--- config.mk ---
export PLATFORM = sky130hd
export DESIGN_NAME = ifetch_unit
export DESIGN_NICKNAME = d
export VERILOG_FILES = /design/src/rtl/ifetch_unit.sv
export SDC_FILE = /design/constraint.sdc
export NUM_CORES = 1
export LEC_CHECK = 0
export CAP_MARGIN = 10
export CORE_ASPECT_RATIO = 0.6
export CORE_UTILIZATION = 30
export CTS_BUF_LIST = sky130_fd_sc_hd__clkbuf_16
export CTS_CLUSTER_DIAMETER = 50
export DETAILED_ROUTE_END_ITERATION = 8
export GPL_ROUTABILITY_DRIVEN = 0
export GPL_TIMING_DRIVEN = 0
export SLEW_MARGIN = 15
export SYNTH_ARGS = -nofsm -noshare
export SYNTH_HDL_FRONTEND = slang
export SYNTH_SLANG_ARGS = --single-unit
--- constraint.sdc ---
create_clock -name clk -period 7.1 [get_ports clk]
set_input_delay 1.065 -clock clk [delete_from_list [all_inputs] [get_ports clk]]
set_output_delay 1.065 -clock clk [all_outputs]
set_load 0.02 [all_outputs]
--- src/rtl/ifetch_unit.sv ---
// Instruction-fetch stage: PC generation, credit-limited memory requests and
// a 2-entry prefetch FIFO feeding the IF/ID register.
module ifetch_unit #(
   parameter logic [31:0] RESET_PC   = 32'h0000_0000,
   parameter int unsigned FIFO_DEPTH = 2
) (
   input  logic        clk,
   input  logic        rst,
   input  logic        jump_en_i,
   input  logic [31:0] jump_addr_i,
   input  logic        hold_flag_i,
   output logic        mem_req_o,
   output logic [31:0] mem_addr_o,
   input  logic        mem_gnt_i,
   input  logic        mem_rvalid_i,
   input  logic [31:0] mem_rdata_i,
   output logic [31:0] inst_addr_o,
   output logic [31:0] inst_o,
   output logic        inst_valid_o,
   output logic        dbg_drain_o
);

   localparam logic [31:0] INST_NOP = 32'h0000_0013;
   localparam logic [2:0]  DEPTH_W  = 3'(FIFO_DEPTH);

   typedef enum logic {ST_RUN, ST_DRAIN} state_e;

   state_e      state_q, state_d;
   logic [31:0] pc_q, pc_d;
   logic [1:0]  os_cnt_q, os_cnt_d;
   logic [1:0]  disc_cnt_q, disc_cnt_d;
   logic [1:0]  fifo_cnt_q, fifo_cnt_d;
   logic [31:0] aq_q [2];
   logic [31:0] aq_d [2];
   logic [31:0] fa_q [2];
   logic [31:0] fa_d [2];
   logic [31:0] fi_q [2];
   logic [31:0] fi_d [2];

   logic        credit_ok, gnt, rsp, pop;
   logic [1:0]  aq_wr_idx, fifo_wr_idx;
   logic        unused_jump_lsb;

   assign unused_jump_lsb = ^jump_addr_i[1:0];

   // Handshake: a request is taken on an edge where mem_req_o & mem_gnt_i;
   // mem_rvalid_i returns one word per granted request, in grant order.
   assign credit_ok    = ({1'b0, os_cnt_q} + {1'b0, fifo_cnt_q}) < DEPTH_W;
   assign mem_req_o    = (state_q == ST_RUN) & ~jump_en_i & credit_ok;
   assign mem_addr_o   = pc_q;
   assign gnt          = mem_req_o & mem_gnt_i;
   assign rsp          = mem_rvalid_i & (os_cnt_q != 2'd0);
   assign inst_valid_o = (fifo_cnt_q != 2'd0);
   assign pop          = inst_valid_o & ~hold_flag_i & ~jump_en_i;
   assign inst_o       = inst_valid_o ? fi_q[0] : INST_NOP;
   assign inst_addr_o  = inst_valid_o ? fa_q[0] : 32'h0;
   assign dbg_drain_o  = (state_q == ST_DRAIN);
   assign aq_wr_idx    = os_cnt_q - {1'b0, rsp};
   assign fifo_wr_idx  = fifo_cnt_q - {1'b0, pop};

   always_comb begin
      state_d    = state_q;
      pc_d       = pc_q;
      os_cnt_d   = os_cnt_q;
      disc_cnt_d = disc_cnt_q;
      fifo_cnt_d = fifo_cnt_q;
      aq_d       = aq_q;
      fa_d       = fa_q;
      fi_d       = fi_q;
      if (jump_en_i) begin
         // Address-queue contents go stale here; the count returns to zero
         // before RUN resumes, so the entries need no clearing.
         pc_d       = {jump_addr_i[31:2], 2'b00};
         fifo_cnt_d = 2'd0;
         os_cnt_d   = os_cnt_q - {1'b0, rsp};
         disc_cnt_d = os_cnt_q - {1'b0, rsp};
         state_d    = (os_cnt_q - {1'b0, rsp} != 2'd0) ? ST_DRAIN : ST_RUN;
      end else if (state_q == ST_DRAIN) begin
         if (rsp) begin
            os_cnt_d   = os_cnt_q - 2'd1;
            disc_cnt_d = disc_cnt_q - 2'd1;
            if (disc_cnt_q == 2'd1) state_d = ST_RUN;
         end
      end else begin
         if (gnt) pc_d = pc_q + 32'd4;
         os_cnt_d = os_cnt_q + {1'b0, gnt} - {1'b0, rsp};
         if (rsp) aq_d[0] = aq_q[1];
         if (gnt) aq_d[aq_wr_idx[0]] = pc_q;
         if (pop) begin
            fa_d[0] = fa_q[1];
            fi_d[0] = fi_q[1];
         end
         if (rsp) begin
            fa_d[fifo_wr_idx[0]] = aq_q[0];
            fi_d[fifo_wr_idx[0]] = mem_rdata_i;
         end
         fifo_cnt_d = fifo_cnt_q + {1'b0, rsp} - {1'b0, pop};
      end
   end

   always_ff @(posedge clk or posedge rst) begin
      if (rst) begin
         state_q    <= ST_RUN;
         pc_q       <= RESET_PC;
         os_cnt_q   <= 2'd0;
         disc_cnt_q <= 2'd0;
         fifo_cnt_q <= 2'd0;
         for (int i = 0; i < 2; i++) begin
            aq_q[i] <= 32'h0;
            fa_q[i] <= 32'h0;
            fi_q[i] <= 32'h0;
         end
      end else begin
         state_q    <= state_d;
         pc_q       <= pc_d;
         os_cnt_q   <= os_cnt_d;
         disc_cnt_q <= disc_cnt_d;
         fifo_cnt_q <= fifo_cnt_d;
         aq_q       <= aq_d;
         fa_q       <= fa_d;
         fi_q       <= fi_d;
      end
   end

endmodule
==> impl_metrics.prom, run 1 <==
# TYPE chip_impl_metric gauge
chip_impl_metric{name="pwr_density_cell",unit="nW/um^2"} 376.9
chip_impl_metric{name="max_freq",unit="MHz"} 223.1
chip_impl_metric{name="grt_start_max_net_pins",unit=""} 35
chip_impl_metric{name="final_antenna_net_count",unit=""} 0
chip_impl_metric{name="place.detailed.hpwl",unit="mm"} 23.50
chip_impl_info{name="cts_tree",value="built"} 1
chip_impl_metric{name="number_of_antenna_violations_at_the_first_check_in_global_routing",unit=""} 1
chip_impl_metric{name="cts_hold_buffers",unit=""} 0
chip_impl_metric{name="syn_to_final_growth",unit="%"} 30.76
chip_impl_metric{name="cts_setup_buffers",unit=""} 0
chip_impl_metric{name="min_period_over_period",unit="%"} 63.12
chip_impl_info{name="holdCritPathClass",value="register to register"} 1
chip_impl_metric{name="vias_in_the_first_global_route",unit=""} 8279
chip_impl_info{name="synth.area.top_cells",value="sky130_fd_sc_hd__dfrtp_1, sky130_fd_sc_hd__mux2_2, sky130_fd_sc_hd__a222oi_1"} 1
chip_impl_metric{name="finalWirelength",unit="mm"} 31.91
chip_impl_info{name="clock-root-buffer",value="sky130_fd_sc_hd__clkbuf_16"} 1
chip_impl_info{name="startpoint",value="fifo_cnt_q[0]$_DFFE_PP0P_"} 1
chip_impl_metric{name="io_buffer_count",unit=""} 164
chip_impl_metric{name="synth-warning-count",unit=""} 0
chip_impl_metric{name="cts_resized",unit=""} 0
chip_impl_metric{name="grt_first_pass_wirelength",unit="mm"} 50.11
chip_impl_metric{name="synth_sequential_area_ratio",unit="%"} 53.75
chip_impl_metric{name="number_of_failing_setup_endpoints_in_the_final_timing_report",unit=""} 0
chip_impl_metric{name="cts_made_buffers",unit=""} 25
chip_impl_info{name="setup.worst_path.class",value="register to output port"} 1
chip_impl_metric{name="critical_path.n_buffers_inverters",unit=""} 5
chip_impl_info{name="family_of_cells_with_the_greatest_summed_delay_on_the_critical_path",value="buffers and inverters"} 1
chip_impl_info{name="startpoint_of_the_worst_slack_reg_to_reg_timing_path",value="fifo_cnt_q[0]$_DFFE_PP0P_"} 1
chip_impl_info{name="status",value="finished clean"} 1
chip_impl_metric{name="clkPwrFrac",unit="%"} 27.0
chip_impl_metric{name="finClkSkew",unit="ns"} 0.01905
chip_impl_metric{name="critPathArrivalTime",unit="ns"} 3.42
chip_impl_metric{name="postSynthCellCount",unit=""} 924
chip_impl_metric{name="area_fraction_of_the_dominant_cell_type_after_synthesis",unit="%"} 53.75
chip_impl_metric{name="power.switching_fraction",unit="%"} 33.88
chip_impl_metric{name="clock_path_buffers",unit=""} 3
chip_impl_metric{name="timing.final.max_slew_violations",unit=""} 0
chip_impl_metric{name="timing_worst_slew_pin_value",unit="ns"} 0.8680
chip_impl_metric{name="detail_route.first_pass.iterations",unit=""} 6
chip_impl_metric{name="vdd_ir_drop_max",unit="V"} 0.0001914
chip_impl_metric{name="cp_max_fo",unit=""} 10
chip_impl_metric{name="p_leak",unit="nW"} 6.531
chip_impl_metric{name="netSwitchingPower",unit="mW"} 1.765
chip_impl_metric{name="chipWidth",unit="um"} 244.3
chip_impl_metric{name="io_pins",unit=""} 169
chip_impl_metric{name="p_seq_share",unit="%"} 40.5
chip_impl_info{name="crit_chain",value="clkbuf_1 -> inv_1 -> nor2_1 -> fa_1 -> or4_4 -> inv_2 -> buf_6 -> clkdlybuf4s50_1"} 1
chip_impl_metric{name="critical_path.max_stage_delay",unit="ns"} 0.64
chip_impl_metric{name="placement_rows",unit=""} 52
chip_impl_metric{name="syn_area",unit="sq um"} 10570
chip_impl_info{name="worstSetupEndpointType",value="output port"} 1
chip_impl_metric{name="nNetsFinal",unit=""} 1202
chip_impl_metric{name="synth-async-reset-ratio",unit="%"} 100.0
chip_impl_metric{name="wire_per_inst",unit="um"} 19.93
chip_impl_metric{name="htree_levels",unit=""} 1
chip_impl_metric{name="internal-power",unit="mW"} 3.444
chip_impl_metric{name="drt_drc_violations_left",unit=""} 0
chip_impl_metric{name="core-area",unit="sq um"} 34160
chip_impl_metric{name="place_area",unit="sq um"} 12930
chip_impl_metric{name="post_synth.cell_area_avg",unit="sq um"} 11.44
chip_impl_info{name="slowest_stage_cell_cp",value="sky130_fd_sc_hd__clkdlybuf4s50_1"} 1
chip_impl_metric{name="die_span_in_y",unit="um"} 147.4
chip_impl_metric{name="critical_path_required",unit="ns"} 6.03
chip_impl_metric{name="overflow",unit=""} 0
chip_impl_metric{name="total_vias_in_the_final_route",unit=""} 8222
chip_impl_metric{name="die_area",unit="sq um"} 36010
chip_impl_metric{name="synth-edff-count",unit=""} 0
chip_impl_metric{name="max_slew_margin",unit="%"} 42.13
chip_impl_metric{name="pwr-share-comb",unit="%"} 32.5
chip_impl_metric{name="finalInstanceArea",unit="sq um"} 13820
chip_impl_metric{name="cts.sinks",unit=""} 227
chip_impl_metric{name="latest_clock_arrival_within_the_worst_skew_pair",unit="ns"} 0.54
chip_impl_metric{name="final_worst_path_period_need",unit="ns"} 4.481
chip_impl_info{name="setup_repair_after_global_routing_missed_its_margin",value="false"} 1
chip_impl_metric{name="synthDistinctLibCells",unit=""} 61
chip_impl_metric{name="clk_transition_reported_paths",unit="ns"} 0.07
chip_impl_info{name="synth_common_cells",value="sky130_fd_sc_hd__dfrtp_1, sky130_fd_sc_hd__inv_1, sky130_fd_sc_hd__mux2_2"} 1
chip_impl_info{name="synth.largest_area_cell",value="sky130_fd_sc_hd__dfrtp_1"} 1
chip_impl_metric{name="hold_violations",unit=""} 0
chip_impl_metric{name="max_cap_violations",unit=""} 0
chip_impl_info{name="crit_path_start_kind",value="register"} 1
chip_impl_metric{name="drive_gt1_share",unit="%"} 15.25
chip_impl_info{name="worstHoldStart",value="fi_q[25]$_DFFE_PP0P_"} 1
chip_impl_metric{name="initial_core_util",unit="%"} 30.94
chip_impl_info{name="synth-main-ff-cell",value="sky130_fd_sc_hd__dfrtp_1"} 1
chip_impl_metric{name="drt_first_iter_violations",unit=""} 896
chip_impl_metric{name="timing.setup.tns",unit="ns"} 0
chip_impl_metric{name="grt_util_all_layers",unit="%"} 17.96
chip_impl_info{name="top_count_cell_post_synth",value="sky130_fd_sc_hd__dfrtp_1"} 1
chip_impl_metric{name="vias_per_cell",unit=""} 5.136
chip_impl_metric{name="ffs_latches_synth",unit=""} 227
-- per-stage QoR --
stage | cells | worst slack, ns | utilization, % | power, mW | hold slack, ns
finish | 1601 | 2.619 | 40.46 | 5.209 | 0.4790
global route | 1601 | 2.400 | 40.46 | 5.530 | 0.4974
CTS | 1600 | 2.627 | 40.42 | 5.256 | 0.4806
detailed placement | 1555 | 2.908 | 37.86 | 3.826 | 0.4654
global placement | 1548 | 1.233 | 37.45 | 3.753 | 0.4563
floorplan | 925 | 3.069 | - | 3.141 | 0.4475
-- registers in the layout, summed over array words and instances, names as in the netlist --
register     count
mem_addr_o      30
os_cnt_q         2
fifo_cnt_q       2
disc_cnt_q       2
fa_q            64
aq_q            62
dbg_drain_o      1
fi_q            64
-- final timing paths --
kind / end / slack [ns] / cells after the start
hold / removal: fi_q[57]$_DFFE_PP0N_ / 0.48 / 2
setup reg to reg: os_cnt_q[1]$_DFFE_PP0P_ / 3.11 / 15
max in group asynchronous: fa_q[2]$_DFFE_PP0P_ / 4.88 / 6
min in group asynchronous: dbg_drain_o$_DFF_PP0_ / 0.97 / 2
hold reg to reg: fi_q[57]$_DFFE_PP0N_ / 0.48 / 2
setup / recovery: mem_req_o / 2.62 / 8
-- worst min-delay path, cell delays in order (launching register included) --
cell,delay [ns]
sky130_fd_sc_hd__dfrtp_1,0.34
sky130_fd_sc_hd__a222oi_1,0.06
sky130_fd_sc_hd__inv_1,0.05
-- per-layer routing --
layer | GRT usage, % | wire length [um]
met3 | 3.831 | 2185
met5 | 0 | 0
met2 | 25.94 | 13560
met4 | 3.250 | 544
met1 | 27.52 | 15620
-- cell type report --
class,instances,area [sq um]
inverter,83,315.3
buffer,68,316.6
antenna,1,2.502
clock buffer,25,625.6
multi-input combinational,547,4274
timing repair buffer,171,1782
fill,3279,20340
sequential,227,5680
clock inverter,20,249.0
tap,459,574.3
-- cell families after synthesis --
group | synth area share [%]
mux | 13.83
fa+ha+maj | 1.137
flops | 53.75
simple gates | 12.11
xor+xnor | 0.4972
compound gates | 12.70
buf+inv | 5.943
other cells | 0.03548
-- power groups by stage --
stage | Clock [mW] | Sequential, mW | Combinational [mW]
after detailed placement | 0 | 2.13 | 1.70
after global routing | 1.49 | 2.17 | 1.86
after global placement | 0 | 2.11 | 1.64
after floorplan | 0 | 2.04 | 1.10
after CTS | 1.44 | 2.11 | 1.71
final | 1.41 | 2.11 | 1.69
-- cells in the final DEF (no fill, tap or decap), types with 4 or more instances in the layout --
master,Yosys,layout
sky130_fd_sc_hd__dfrtp_1,227,227
sky130_fd_sc_hd__clkdlybuf4s50_1,0,164
sky130_fd_sc_hd__inv_1,81,80
sky130_fd_sc_hd__mux2_2,71,71
sky130_fd_sc_hd__and2_1,69,69
sky130_fd_sc_hd__a222oi_1,64,64
sky130_fd_sc_hd__clkbuf_1,43,43
sky130_fd_sc_hd__mux2i_1,38,38
sky130_fd_sc_hd__nor2_1,38,38
sky130_fd_sc_hd__a21oi_1,38,38
sky130_fd_sc_hd__nand2_1,35,35
sky130_fd_sc_hd__clkbuf_16,0,25
sky130_fd_sc_hd__nand3_1,23,23
sky130_fd_sc_hd__o21ai_0,21,21
sky130_fd_sc_hd__mux2_4,18,18
sky130_fd_sc_hd__buf_2,16,16
sky130_fd_sc_hd__nand4_1,11,11
sky130_fd_sc_hd__o311ai_0,11,11
sky130_fd_sc_hd__and3_1,8,8
sky130_fd_sc_hd__ha_1,8,8
sky130_fd_sc_hd__buf_12,0,7
sky130_fd_sc_hd__and4_1,6,6
sky130_fd_sc_hd__a31oi_1,6,6
sky130_fd_sc_hd__nor3_1,6,6
sky130_fd_sc_hd__or4_1,6,6
sky130_fd_sc_hd__clkinv_2,0,6
sky130_fd_sc_hd__nand2b_1,5,5
sky130_fd_sc_hd__o211ai_1,5,5
sky130_fd_sc_hd__bufinv_16,0,5
sky130_fd_sc_hd__buf_6,4,4
sky130_fd_sc_hd__xnor2_1,4,4
sky130_fd_sc_hd__or3_1,4,4
sky130_fd_sc_hd__a221o_1,4,4
sky130_fd_sc_hd__a22oi_1,4,4
sky130_fd_sc_hd__inv_6,0,4
Power figures use the tool's default switching activity.
==> run 2, diff against run 1 <==
==> constraint.sdc (replaced) <==
create_clock -name clk -period 3.7 [get_ports clk]
set_input_delay 0.555 -clock clk [delete_from_list [all_inputs] [get_ports clk]]
set_output_delay 0.555 -clock clk [all_outputs]
set_load 0.02 [all_outputs]
==> impl_metrics.prom, run 2 (synthesized netlist as in run 1, its figures left out) <==
# TYPE chip_impl_metric gauge
chip_impl_info{name="most_frequent_cells_in_the_layout",value="sky130_fd_sc_hd__dfrtp_1, sky130_fd_sc_hd__clkdlybuf4s50_1, sky130_fd_sc_hd__inv_1"} 1
chip_impl_metric{name="placement_rows",unit=""} 52
chip_impl_info{name="clock-root-buffer",value="sky130_fd_sc_hd__clkbuf_16"} 1
chip_impl_metric{name="cts_made_buffers",unit=""} 25
chip_impl_metric{name="die_span_in_y",unit="um"} 147.4
chip_impl_metric{name="critical_path_required",unit="ns"} 3.14
chip_impl_metric{name="grt_start_max_net_pins",unit=""} 35
chip_impl_info{name="crit_path_start_kind",value="register"} 1
chip_impl_metric{name="drive_gt1_share",unit="%"} 15.38
chip_impl_metric{name="vdd_ir_drop_max",unit="V"} 0.0003677
chip_impl_metric{name="cp_max_fo",unit=""} 10
chip_impl_metric{name="die_area",unit="sq um"} 36010
chip_impl_metric{name="finalWirelength",unit="mm"} 31.73
chip_impl_metric{name="cts_setup_buffers",unit=""} 0
chip_impl_info{name="cts_tree",value="built"} 1
chip_impl_metric{name="clk_transition_reported_paths",unit="ns"} 0.07
chip_impl_metric{name="cts.sinks",unit=""} 227
chip_impl_metric{name="drt_drc_violations_left",unit=""} 0
chip_impl_metric{name="critical_path.n_buffers_inverters",unit=""} 4
chip_impl_metric{name="core-area",unit="sq um"} 34160
chip_impl_metric{name="max_slew_margin",unit="%"} 41.71
chip_impl_metric{name="utilization",unit="%"} 40.42
chip_impl_metric{name="final_worst_path_period_need",unit="ns"} 3.420
chip_impl_metric{name="wire_per_inst",unit="um"} 19.85
chip_impl_metric{name="finalInstanceArea",unit="sq um"} 13810
chip_impl_info{name="crit_chain",value="inv_1 -> nor2_1 -> fa_1 -> or4_4 -> inv_2 -> buf_6 -> dlygate4sd2_1"} 1
chip_impl_metric{name="syn_to_final_growth",unit="%"} 30.65
chip_impl_info{name="worstSetupEndpointType",value="output port"} 1
chip_impl_metric{name="htree_levels",unit=""} 1
chip_impl_metric{name="io_pins",unit=""} 169
chip_impl_info{name="slowest_stage_cell_cp",value="sky130_fd_sc_hd__or4_4"} 1
chip_impl_metric{name="nNetsFinal",unit=""} 1199
chip_impl_metric{name="vias_in_the_first_global_route",unit=""} 8294
chip_impl_metric{name="min_period_over_period",unit="%"} 92.43
chip_impl_metric{name="chipWidth",unit="um"} 244.3
chip_impl_metric{name="grt_util_all_layers",unit="%"} 17.93
chip_impl_metric{name="vias_per_cell",unit=""} 5.136
chip_impl_metric{name="timing.setup.tns",unit="ns"} 0
chip_impl_metric{name="place_area",unit="sq um"} 12930
chip_impl_metric{name="area_of_all_sequential_standard_cells",unit="sq um"} 5682
chip_impl_metric{name="critical_path.max_stage_delay",unit="ns"} 0.59
chip_impl_metric{name="io_buffer_count",unit=""} 164
chip_impl_metric{name="initial_core_util",unit="%"} 30.94
chip_impl_metric{name="timing.final.max_slew_violations",unit=""} 0
chip_impl_metric{name="hold_violations",unit=""} 0
chip_impl_metric{name="p_leak",unit="nW"} 6.530
chip_impl_info{name="holdCritPathClass",value="input port to async pin"} 1
chip_impl_metric{name="max_cap_violations",unit=""} 0
chip_impl_metric{name="place.detailed.hpwl",unit="mm"} 23.50
chip_impl_info{name="status",value="finished clean"} 1
chip_impl_metric{name="pwr_density_cell",unit="nW/um^2"} 722.4
chip_impl_info{name="mostFrequentLayoutCell",value="sky130_fd_sc_hd__dfrtp_1"} 1
chip_impl_metric{name="critPathArrivalTime",unit="ns"} 2.87
chip_impl_metric{name="clock_path_buffers",unit=""} 3
chip_impl_metric{name="final_antenna_net_count",unit=""} 0
chip_impl_metric{name="finClkSkew",unit="ns"} 0.01923
chip_impl_metric{name="overflow",unit=""} 0
chip_impl_metric{name="max_freq",unit="MHz"} 292.4
chip_impl_metric{name="number_of_failing_setup_endpoints_in_the_final_timing_report",unit=""} 0
chip_impl_metric{name="fillers",unit=""} 3277
chip_impl_metric{name="total_vias_in_the_final_route",unit=""} 8207
chip_impl_info{name="biggestRegsByFlops",value="fa_q x64, fi_q x64, aq_q x62"} 1
chip_impl_metric{name="drt_first_iter_violations",unit=""} 831
chip_impl_metric{name="multi_input_comb_area",unit="sq um"} 4274
chip_impl_metric{name="timing_worst_slew_pin_value",unit="ns"} 0.8744
chip_impl_metric{name="detail_route.first_pass.iterations",unit=""} 5
chip_impl_metric{name="latest_clock_arrival_within_the_worst_skew_pair",unit="ns"} 0.54
chip_impl_metric{name="grt_first_pass_wirelength",unit="mm"} 50.09
chip_impl_info{name="setup_repair_after_global_routing_missed_its_margin",value="false"} 1
chip_impl_info{name="setup.worst_path.class",value="register to output port"} 1
chip_impl_metric{name="number_of_antenna_violations_at_the_first_check_in_global_routing",unit=""} 1
chip_impl_info{name="family_of_cells_with_the_greatest_summed_delay_on_the_critical_path",value="buffers and inverters"} 1
## run 2: metal layers
layer  GRT usage [%]  wire, um
met5               0         0
met1           27.25     15470
met2           26.11     13570
met4           3.250       544
met3           3.922      2140
## run 2: through the flow
step | worst slack (ns) | total power [mW] | hold slack [ns] | cells
4_1_cts | 0.01600 | 10.08 | 0.4649 | 1598
3_3_place_gp | -1.657 | 7.201 | 0.4563 | 1548
6_report | 0.2800 | 9.975 | 0.4585 | 1598
3_5_place_dp | -0.2158 | 7.342 | 0.4654 | 1555
2_1_floorplan | 0.1790 | 6.027 | 0.4475 | 925
5_1_grt | 0.1032 | 10.60 | 0.4974 | 1598
## run 2: power breakdown
group          switching (mW)  leakage (nW)  internal (mW)
clock network            1.10         0.430           1.60
registers               0.655          2.90           3.41
logic                    1.62          3.20           1.59
total                    3.37          6.53           6.60
## run 2: timing repair
item,CTS,global route
pin swaps,0,0
gates resized for setup,2,0
endpoints found under the setup margin,53,2
hold buffers,0,0
## run 2: layout make-up
cell class / instances / share of cell area, %
flip-flops and latches: 227 / 41.15
repair buffers: 171 / 12.89
diodes: 1 / 0.01812
plain buffers: 65 / 2.211
inverters: 83 / 2.283
multi-input cells: 547 / 30.95
clock buffers: 25 / 4.531
clock inverters: 20 / 1.803
well taps: 459 / 4.159
## run 2: path summary, 6_finish.rpt
kind                                            to  slack [ns]                       from  depth (start not counted)
min in group clk              fi_q[34]$_DFFE_PP0N_        0.48        fi_q[2]$_DFFE_PP0P_                          2
hold reg to reg               fi_q[34]$_DFFE_PP0N_        0.48        fi_q[2]$_DFFE_PP0P_                          2
setup / recovery                         mem_req_o        0.28  fifo_cnt_q[0]$_DFFE_PP0P_                          7
setup reg to reg           os_cnt_q[1]$_DFFE_PP0P_        0.35  fifo_cnt_q[0]$_DFFE_PP0P_                         13
hold / removal               dbg_drain_o$_DFF_PP0_        0.46                        rst                          2
max in group asynchronous      fa_q[2]$_DFFE_PP0P_        1.99                        rst                          6
==> run 3, diff against run 2 <==
--- a/config.mk
+++ b/config.mk
@@ -13,6 +13,8 @@
 export DETAILED_ROUTE_END_ITERATION = 8
 export GPL_ROUTABILITY_DRIVEN = 0
 export GPL_TIMING_DRIVEN = 0
+export RECOVER_POWER = 50
+export REMOVE_ABC_BUFFERS = 1
 export SLEW_MARGIN = 15
 export SYNTH_ARGS = -nofsm -noshare
 export SYNTH_HDL_FRONTEND = slang
==> impl_metrics.prom, run 3 (synthesized netlist as in run 1, its figures left out) <==
# TYPE chip_impl_metric gauge
chip_impl_metric{name="cts_setup_buffers",unit=""} 0
chip_impl_info{name="worstHoldStart",value="fi_q[4]$_DFFE_PP0P_"} 1
chip_impl_metric{name="grt_util_all_layers",unit="%"} 16.88
chip_impl_metric{name="die_area",unit="sq um"} 36010
chip_impl_metric{name="timing.final.max_slew_violations",unit=""} 110
chip_impl_metric{name="design_power_total",unit="mW"} 9.803
chip_impl_metric{name="place.detailed.hpwl",unit="mm"} 19.84
chip_impl_info{name="worstSetupEndpointType",value="register"} 1
chip_impl_metric{name="min_period_over_period",unit="%"} 93.74
chip_impl_metric{name="detail_route.first_pass.iterations",unit=""} 8
chip_impl_info{name="grt_most_used_layer",value="met2"} 1
chip_impl_metric{name="cts_made_buffers",unit=""} 26
chip_impl_info{name="crit_path_start_kind",value="register"} 1
chip_impl_metric{name="initial_core_util",unit="%"} 30.94
chip_impl_info{name="setup_repair_after_global_routing_missed_its_margin",value="false"} 1
chip_impl_metric{name="total_vias_in_the_final_route",unit=""} 8009
chip_impl_info{name="setup.worst_path.class",value="register to register"} 1
chip_impl_info{name="biggestRegsByFlops",value="fa_q x64, fi_q x64, aq_q x62"} 1
chip_impl_metric{name="grt_first_pass_wirelength",unit="mm"} 47.62
chip_impl_metric{name="dp.cells",unit=""} 1496
chip_impl_metric{name="number_of_antenna_violations_at_the_first_check_in_global_routing",unit=""} 0
chip_impl_metric{name="placement_rows",unit=""} 52
chip_impl_metric{name="drive_gt1_share",unit="%"} 15.22
chip_impl_info{name="holdCritPathClass",value="register to register"} 1
chip_impl_metric{name="hold_violations",unit=""} 0
chip_impl_info{name="failed_checks",value="capacitance limit, slew limit"} 1
chip_impl_metric{name="max_freq",unit="MHz"} 288.3
chip_impl_metric{name="die_span_in_y",unit="um"} 147.4
chip_impl_metric{name="met2_usage",unit="%"} 25.92
chip_impl_metric{name="met3_capacity_usage_during_global_routing",unit="%"} 3.377
chip_impl_info{name="mostFrequentLayoutCell",value="sky130_fd_sc_hd__dfrtp_1"} 1
chip_impl_metric{name="final_antenna_diode_count",unit=""} 0
chip_impl_metric{name="io_buffer_count",unit=""} 164
chip_impl_metric{name="nNetsFinal",unit=""} 1144
chip_impl_info{name="clock-root-buffer",value="sky130_fd_sc_hd__clkbuf_16"} 1
chip_impl_metric{name="max_cap_violations",unit=""} 1
chip_impl_metric{name="vdd_ir_drop_max",unit="V"} 0.0003448
chip_impl_metric{name="final_antenna_net_count",unit=""} 0
chip_impl_metric{name="critPathArrivalTime",unit="ns"} 3.92
chip_impl_metric{name="clk_transition_reported_paths",unit="ns"} 0.06
chip_impl_metric{name="core-area",unit="sq um"} 34160
chip_impl_metric{name="critical_path_required",unit="ns"} 4.15
chip_impl_metric{name="p_leak",unit="nW"} 6.474
chip_impl_metric{name="grt_util_met1",unit="%"} 24.65
chip_impl_metric{name="drt_drc_violations_left",unit=""} 0
chip_impl_metric{name="grt_start_max_net_pins",unit=""} 110
chip_impl_metric{name="syn_to_final_growth",unit="%"} 29.50
chip_impl_info{name="status",value="finished with violations"} 1
chip_impl_metric{name="finClkSkew",unit="ns"} 0.02366
chip_impl_metric{name="final_worst_path_period_need",unit="ns"} 3.468
chip_impl_metric{name="vias_per_cell",unit=""} 5.191
chip_impl_metric{name="drt_first_iter_violations",unit=""} 655
chip_impl_metric{name="io_pins",unit=""} 169
chip_impl_metric{name="cp_max_fo",unit=""} 19
chip_impl_info{name="startpoint_of_the_worst_slack_reg_to_reg_timing_path",value="fifo_cnt_q[0]$_DFFE_PP0P_"} 1
chip_impl_metric{name="layoutNonFillerInstCount",unit=""} 1543
chip_impl_metric{name="htree_levels",unit=""} 1
chip_impl_info{name="cts_tree",value="built"} 1
chip_impl_info{name="startpoint",value="fifo_cnt_q[0]$_DFFE_PP0P_"} 1
chip_impl_metric{name="number_of_failing_setup_endpoints_in_the_final_timing_report",unit=""} 0
chip_impl_metric{name="pwr_density_cell",unit="nW/um^2"} 716.2
chip_impl_metric{name="vias_in_the_first_global_route",unit=""} 7927
chip_impl_metric{name="overflow",unit=""} 0
chip_impl_metric{name="wire_per_inst",unit="um"} 19.55
chip_impl_metric{name="chipWidth",unit="um"} 244.3
chip_impl_metric{name="clock_path_buffers",unit=""} 3
chip_impl_metric{name="finalWirelength",unit="mm"} 30.17
chip_impl_metric{name="cts.sinks",unit=""} 227
chip_impl_metric{name="latest_clock_arrival_within_the_worst_skew_pair",unit="ns"} 0.54
chip_impl_metric{name="utilization",unit="%"} 40.07
chip_impl_info{name="most_frequent_cells_in_the_layout",value="sky130_fd_sc_hd__dfrtp_1, sky130_fd_sc_hd__clkdlybuf4s50_1, sky130_fd_sc_hd__inv_1"} 1
chip_impl_metric{name="max_slew_margin",unit="%"} -3.128
chip_impl_metric{name="cts_hold_buffers",unit=""} 0
chip_impl_metric{name="timing_worst_slew_pin_value",unit="ns"} 1.547
-- run 3: through the flow --
stage / setup TNS, ns / instance area, sq um / worst slack, ns / hold WS [ns]
3_3_place_gp: -2015.89 / 12470 / -6.309 / 0.4565
3_5_place_dp: -0.1402 / 12860 / -0.1402 / 0.4672
5_1_grt: 0 / 13690 / 0.06658 / 0.5057
4_1_cts: 0 / 13740 / 0.02497 / 0.3693
6_report: 0 / 13690 / 0.2315 / 0.4776
2_1_floorplan: -700.43 / 10260 / -3.075 / 0.4475
-- run 3: routing by layer --
metal  vias up  part of all wire [%]  routed length [um]
li1       3648                     -                   -
met1      4095                    48               14530
met2       230                    44               13320
met3        36                   5.9                1781
met4         0                   1.8                 537
met5         -                     0                   0
-- run 3: worst paths after layout --
path / to / slack (ns) / cells after the start
min in group asynchronous: mem_addr_o[4]$_DFFE_PP0P_ / 0.79 / 2
min reg2reg: fi_q[36]$_DFFE_PP0N_ / 0.48 / 2
max in group asynchronous: aq_q[53]$_DFFE_PP0N_ / 0.69 / 3
max reg2reg: os_cnt_q[1]$_DFFE_PP0P_ / 0.23 / 13
min: fi_q[36]$_DFFE_PP0N_ / 0.48 / 2
max: os_cnt_q[1]$_DFFE_PP0P_ / 0.23 / 13
-- run 3: worst max-delay path, cell delays in order (launching register included) --
cell and delay, ns:
sky130_fd_sc_hd__dfrtp_2 0.47, sky130_fd_sc_hd__inv_1 0.12, sky130_fd_sc_hd__nor2_1 0.12, sky130_fd_sc_hd__fa_1 0.42
sky130_fd_sc_hd__or4_4 0.54, sky130_fd_sc_hd__nor2_4 0.35, sky130_fd_sc_hd__inv_2 0.27, sky130_fd_sc_hd__ha_1 0.35
sky130_fd_sc_hd__inv_1 0.04, sky130_fd_sc_hd__ha_1 0.18, sky130_fd_sc_hd__xnor2_1 0.16, sky130_fd_sc_hd__xnor2_1 0.13
sky130_fd_sc_hd__a21oi_1 0.08, sky130_fd_sc_hd__a21oi_1 0.15
-- run 3: timing repair --
item | 4_1_cts | 5_1_grt
endpoints found under the setup margin | 2 | 1
endpoints found under the hold margin | 0 | 0
resized for setup | 2 | 1
pin swaps | 0 | 0
-- run 3: area by class of cell --
type	count	area, sq um
clock buffers	27	675.6
clock inverters	20	200.2
fillers	3248	20470
inverters	83	312.8
multi-input cells	547	4307
flip-flops and latches	227	5682
well taps	459	574.3
repair buffers	180	1936
-- run 3: power breakdown --
part,total [mW],internal (mW),switching [mW]
logic,3.10,1.57,1.53
registers,4.05,3.41,0.643
clock network,2.65,1.55,1.11
total,9.80,6.52,3.28
